[src/rtl/pipe_ctrl.sv]
// pipe_ctrl: hazard and memory-wait controller for a classic 5-stage pipeline.
// Produces per-register stall/flush controls, drives the DRAM request, detects
// a memory timeout (sticky fault) and counts the cycles the PC was held.
module pipe_ctrl #(
    parameter int TIMEOUT = 16
) (
    input  logic        clk,
    input  logic        rst,
    input  logic [4:0]  id_rs1,
    input  logic [4:0]  id_rs2,
    input  logic        id_use_rs1,
    input  logic        id_use_rs2,
    input  logic [4:0]  ex_wR,
    input  logic        ex_is_load,
    input  logic        ex_branch_taken,
    input  logic        mem_access,
    input  logic        dram_ack,
    output logic        pc_stall,
    output logic        ifid_stall,
    output logic        idex_stall,
    output logic        exmem_stall,
    output logic        ifid_flush,
    output logic        idex_flush,
    output logic        memwb_flush,
    output logic        dram_req,
    output logic        fault,
    output logic [15:0] stall_cycles
);

    // Wait counter only has to reach TIMEOUT-1, so size it to that.
    localparam int CW = (TIMEOUT > 1) ? $clog2(TIMEOUT) : 1;
    localparam logic [CW-1:0] WAIT_LAST = CW'(TIMEOUT - 1);

    localparam logic [1:0] RUN      = 2'd0;
    localparam logic [1:0] MEM_WAIT = 2'd1;
    localparam logic [1:0] FAULT    = 2'd2;

    logic [1:0]    state_q;
    logic [1:0]    state_d;
    logic [CW-1:0] waitCnt_q;
    logic [CW-1:0] waitCnt_d;
    logic          fault_q;
    logic          fault_d;
    logic [15:0]   stallCnt_q;
    logic [15:0]   stallCnt_d;

    logic          loadUse;
    logic          memWait;
    logic          memHold;
    logic          hazardEval;
    logic          faultHold;
    logic          reqRaw;
    logic [3:0]    stallRaw;
    logic [2:0]    flushRaw;

    // Hazard terms: a load in EX feeding a register the ID instruction reads,
    // and a memory access that has not been acknowledged this cycle.
    always_comb begin
        loadUse = ex_is_load && (ex_wR != 5'd0) &&
                  ((id_use_rs1 && (id_rs1 == ex_wR)) ||
                   (id_use_rs2 && (id_rs2 == ex_wR)));
        memWait = mem_access && !dram_ack;
    end

    // Sequencing: decide whether the pipe is frozen for memory, whether the
    // branch/load-use rules apply this cycle, and where the FSM goes next.
    always_comb begin
        state_d    = state_q;
        waitCnt_d  = waitCnt_q;
        fault_d    = fault_q;
        memHold    = 1'b0;
        hazardEval = 1'b0;
        faultHold  = 1'b0;
        reqRaw     = 1'b0;
        case (state_q)
            RUN: begin
                reqRaw = mem_access;
                if (memWait) begin
                    memHold   = 1'b1;
                    state_d   = MEM_WAIT;
                    waitCnt_d = '0;
                end else begin
                    hazardEval = 1'b1;
                end
            end
            MEM_WAIT: begin
                reqRaw = 1'b1;
                if (!dram_ack) begin
                    memHold = 1'b1;
                    if (waitCnt_q == WAIT_LAST) begin
                        state_d = FAULT;
                        fault_d = 1'b1;
                    end else begin
                        waitCnt_d = waitCnt_q + CW'(1);
                    end
                end else begin
                    hazardEval = 1'b1;
                    state_d    = RUN;
                    waitCnt_d  = '0;
                end
            end
            FAULT: begin
                faultHold = 1'b1;
                fault_d   = 1'b1;
            end
            default: begin
                state_d   = RUN;
                waitCnt_d = '0;
            end
        endcase
    end

    // Control decode: memory freeze dominates, then a taken branch squashes
    // the wrong-path IF/ID instructions, then load-use inserts one bubble.
    always_comb begin
        stallRaw = 4'b0000;
        flushRaw = 3'b000;
        if (faultHold) begin
            stallRaw = 4'b1111;
        end else if (memHold) begin
            stallRaw    = 4'b1111;
            flushRaw[0] = 1'b1;
        end else if (hazardEval) begin
            if (ex_branch_taken) begin
                flushRaw[2] = 1'b1;
                flushRaw[1] = 1'b1;
            end else if (loadUse) begin
                stallRaw[3] = 1'b1;
                stallRaw[2] = 1'b1;
                flushRaw[1] = 1'b1;
            end
        end
    end

    // Outputs are held inactive for as long as reset is asserted.
    always_comb begin
        pc_stall     = stallRaw[3] && !rst;
        ifid_stall   = stallRaw[2] && !rst;
        idex_stall   = stallRaw[1] && !rst;
        exmem_stall  = stallRaw[0] && !rst;
        ifid_flush   = flushRaw[2] && !rst;
        idex_flush   = flushRaw[1] && !rst;
        memwb_flush  = flushRaw[0] && !rst;
        dram_req     = reqRaw && !rst;
        fault        = fault_q;
        stall_cycles = stallCnt_q;
    end

    // Stall-cycle counter advances on every held-PC cycle and sticks at all-ones.
    always_comb begin
        stallCnt_d = stallCnt_q;
        if (pc_stall && (stallCnt_q != 16'hFFFF)) begin
            stallCnt_d = stallCnt_q + 16'd1;
        end
    end

    // State registers with asynchronous reset back to RUN.
    always_ff @(posedge clk or posedge rst) begin
        if (rst) begin
            state_q    <= RUN;
            waitCnt_q  <= '0;
            fault_q    <= 1'b0;
            stallCnt_q <= 16'd0;
        end else begin
            state_q    <= state_d;
            waitCnt_q  <= waitCnt_d;
            fault_q    <= fault_d;
            stallCnt_q <= stallCnt_d;
        end
    end

endmodule

[config.mk]
export PLATFORM = sky130hd
export DESIGN_NAME = pipe_ctrl
export DESIGN_NICKNAME = d
export VERILOG_FILES = /design/src/rtl/pipe_ctrl.sv
export SDC_FILE = /design/constraint.sdc
export NUM_CORES = 1
export LEC_CHECK = 0
export ABC_AREA = 1
export CAP_MARGIN = 0
export CORE_MARGIN = 2
export CORE_UTILIZATION = 51
export CTS_CLUSTER_DIAMETER = 40
export DETAILED_ROUTE_END_ITERATION = 10
export GPL_TIMING_DRIVEN = 0
export PLACE_DENSITY_LB_ADDON = 0.1
export SLEW_MARGIN = 20
export SYNTH_ARGS = -nofsm -noshare
export SYNTH_HDL_FRONTEND = slang
export SYNTH_SLANG_ARGS = --single-unit
[constraint.sdc]
create_clock -name clk -period 2.68 [get_ports clk]
set_clock_uncertainty 0.15 [all_clocks]
set_input_delay 0.536 -clock clk [delete_from_list [all_inputs] [get_ports clk]]
set_output_delay 0.536 -clock clk [all_outputs]
set_load 0.005 [all_outputs]
==> run_results.csv <==
group,metric,value,unit
outcome,outcome,"completed",
worst_setup_path,crit_end,"ifid_stall",
pwr,seq_power_share,45.8,%
cells_and_area,n_antenna_cell,0,
logic_synthesis,largest_area_contributor_in_the_netlist,"sky130_fd_sc_hd__dfrtp_1",
logic_synthesis,post_synth_instance_area,0.00164,mm²
cts,clkLatencyLatePin,310,ps
pwr,peakVddDrop,0.323,mV
floorplanning,starting_density,53.6,%
placed_design,placer_congestion,0.816,
logic_synthesis,syn_inst,241,
worst_setup_path,r2r_cells,12,
global_routing,grt_first_pass_wirelength,6110,µm
cts,ctsHtreeMaxLevel,1,
placed_design,dp.final_hpwl,2700,µm
logic_synthesis,ys.warnings.count,0,
floorplanning,rows,20,
cts,clock_tree_from_tritoncts,"done",
timing,max_slew_margin,40.9,%
cts,cts-root-buf,"sky130_fd_sc_hd__clkbuf_4",
pwr,cell_internal_pwr,0.671,mW
logic_synthesis,synth_top_cell_area_share,35.2,%
global_routing,first_global_vias,1412,
routing,wire_per_inst,11.2,µm
logic_synthesis,netlist-cell-type-count,28,
timing,min_period,2620,ps
routing,drt_pass1_iterations,4,
pwr,post-layout-total-power,1.04,mW
routing,drc,0,
cts,ctsLongestPathBuffers,2,
routing,wl,3780,µm
worst_setup_path,timing.rr.end,"stall_cycles[11]",
worst_setup_path,worst_setup_path_end_kind,"primary output",
floorplanning,design.die.area,0.00368,mm²
placed_design,dpl_worst_slack,-624,ps
worst_setup_path,worst_setup_path_start_kind,"primary input",
global_routing,grt_remaining_overflow,0,
routing,route.antenna.remaining_nets,0,
worst_setup_path,worstSetupStartpoint,"mem_access",
logic_synthesis,synth.yosys.seq_area_share,35.2,%
logic_synthesis,synth_flop_type,"sky130_fd_sc_hd__dfrtp_1",
placed_design,numPlacedInstances,332,
worst_setup_path,rrSetupSlack,540,ps
floorplanning,fp.dieW,60.6,µm
logic_synthesis,synth_seq_cells,23,
placed_design,port-buffer-count,47,
pwr,power.combinational.fraction,38.8,%
routing,drt_iter0_markers,75,
logic_synthesis,synth-async-reset-ratio,100,%
logic_synthesis,count_of_flip_flops_with_a_built_in_enable_after_synthesis,0,
worst_setup_path,timing.critical_path.required,1990,ps
timing,layout_setup_ws,61.3,ps
cts,post_cts_hold_buffer_count,0,
floorplanning,placeableCoreArea,0.00305,mm²
logic_synthesis,synthMostInstantiatedCell,"sky130_fd_sc_hd__nand2_1",
routing,via_per_inst,4.90,
global_routing,largest_net_degree_at_the_start_of_global_routing,24,
hold_path,min_path_type,"reg -> reg",
cells_and_area,final_design_area_no_fill,0.00225,mm²
cells_and_area,post_layout_nonfiller_instances,339,
timing,final.setup.tns,0,ps
timing,setup_viol_count_final,0,
floorplanning,io-pin-count,48,
cells_and_area,syn_to_final_growth,37.3,%
cells_and_area,fin_util,73.6,%
cts,clk_pin_slew,120,ps
flow_run,max_cap_viol_count,0,
cells_and_area,drive_above_1_share,11.2,%
cts,cts_made_buffers,3,
global_routing,antenna_found_initial,0,
timing,max_freq,382,MHz
pwr,pleak,1.20,nW
pwr,p_sw,0.365,mW
timing,final_max_slew_viol_count,0,
global_routing,global_route_total_usage_across_every_layer,21.9,%
worst_setup_path,path_max_fanout,3,
cells_and_area,finalNetCount,321,
routing,detailroute.via_count,1661,
floorplanning,die_height,60.6,µm
pwr,power_density,461,mW/mm²
timing,timing_hold_violations_final,0,
pwr,power.share.clock,15.4,%
worst_setup_path,critical_path.reg2reg.startpoint,"state_q[0]",
pwr,switching_share,35.2,%
timing,timing_worst_slew_pin_value,885,ps
cts,tritoncts_num_sinks,23,
timing,fin_hold_ws,341,ps
logic_synthesis,yosys-top-cells-area,"sky130_fd_sc_hd__dfrtp_1 (35%), sky130_fd_sc_hd__nand2_1 (19%), sky130_fd_sc_hd__inv_1 (8.0%)",
logic_synthesis,post_synth.cell_area_avg,6.79,µm²
placed_design,place_area,0.00216,mm²
worst_setup_path,arrival,1930,ps
timing,final_clock_period_utilization_by_the_worst_path,97.7,%
logic_synthesis,most_frequent_cells_after_synthesis,"sky130_fd_sc_hd__nand2_1 (83), sky130_fd_sc_hd__inv_1 (35), sky130_fd_sc_hd__nand3_1 (26)",
logic_synthesis,syn-num-nets,266,
worst_setup_path,critPathKind,"in -> out",
-- metal layers --
| metal | GRT usage [%] | part of all wire [%] |
|---|---|---|
| met1 | 29.2 | 47 |
| met2 | 37.0 | 47 |
| met3 | 3.20 | 5.4 |
| met4 | 6.52 | 1.2 |
| met5 | 0 | 0 |
-- critical path: stages --
cell,delay [ps]
sky130_fd_sc_hd__clkdlybuf4s50_1,470
sky130_fd_sc_hd__inv_2,60
sky130_fd_sc_hd__a21oi_4,140
sky130_fd_sc_hd__nand2_2,80
sky130_fd_sc_hd__a21oi_2,160
sky130_fd_sc_hd__buf_4,120
sky130_fd_sc_hd__inv_1,50
sky130_fd_sc_hd__nand2_4,80
sky130_fd_sc_hd__dlygate4sd2_1,230
-- cell usage in the layout, fill, tap and decap left out, types with 4 or more instances in the layout --
master	netlist	final
sky130_fd_sc_hd__inv_2	3	5
sky130_fd_sc_hd__a21oi_1	8	5
sky130_fd_sc_hd__inv_1	35	33
sky130_fd_sc_hd__nand2_1	83	81
sky130_fd_sc_hd__buf_4	3	7
sky130_fd_sc_hd__dlymetal6s2s_1	0	4
sky130_fd_sc_hd__clkdlybuf4s50_1	0	35
sky130_fd_sc_hd__xor2_1	6	6
sky130_fd_sc_hd__dfrtp_1	23	23
sky130_fd_sc_hd__nor3_1	6	6
sky130_fd_sc_hd__xnor2_1	5	5
sky130_fd_sc_hd__nor2_1	21	19
sky130_fd_sc_hd__nand3_1	26	25
sky130_fd_sc_hd__dlygate4sd2_1	0	6
-- timing repair --
action,4_1_cts,5_1_grt
pin swaps,8,3
gates resized for setup,13,13
setup endpoints to repair,6,4
buffers inserted,3,1
-- sequential cells by signal, summed over array words and instances, names as in the netlist --
register,cells
stall_cycles,16
fault,1
waitCnt_q,4
state_q,2
-- layout make-up --
| class | instances | area, µm² |
|---|---|---|
| Buffer | 4 | 31.3 |
| Timing Repair Buffer | 51 | 500 |
| Fill cell | 272 | 806 |
| Multi-Input combinational cell | 175 | 916 |
| Sequential cell | 23 | 576 |
| Inverter | 38 | 143 |
| Tap cell | 44 | 55.1 |
| Clock buffer | 4 | 26.3 |
-- cells by family after synthesis --
group / synth area share (%)
buf+inv: 11.1
compound gates: 5.43
flops: 35.2
simple gates: 40.9
fa+ha+maj: 1.53
xor+xnor: 5.89
-- power groups by stage --
stage                     Combinational [mW]  Sequential, mW  Clock (mW)
after floorplan                        0.218           0.470           0
after global placement                 0.376           0.477           0
after detailed placement               0.383           0.481           0
after CTS                              0.388           0.474       0.165
after global routing                   0.451           0.487       0.176
final                                  0.402           0.474       0.160
-- worst min-delay path by stage --
| stage | depth (start not counted) | from | to |
|---|---|---|---|
| floorplan | 1 | fault | fault |
| global placement | 1 | fault | fault |
| detailed placement | 1 | fault | fault |
| CTS | 1 | fault | fault |
| global route | 1 | fault | fault |
| finish | 1 | fault | fault |
Power figures use the tool's default switching activity.
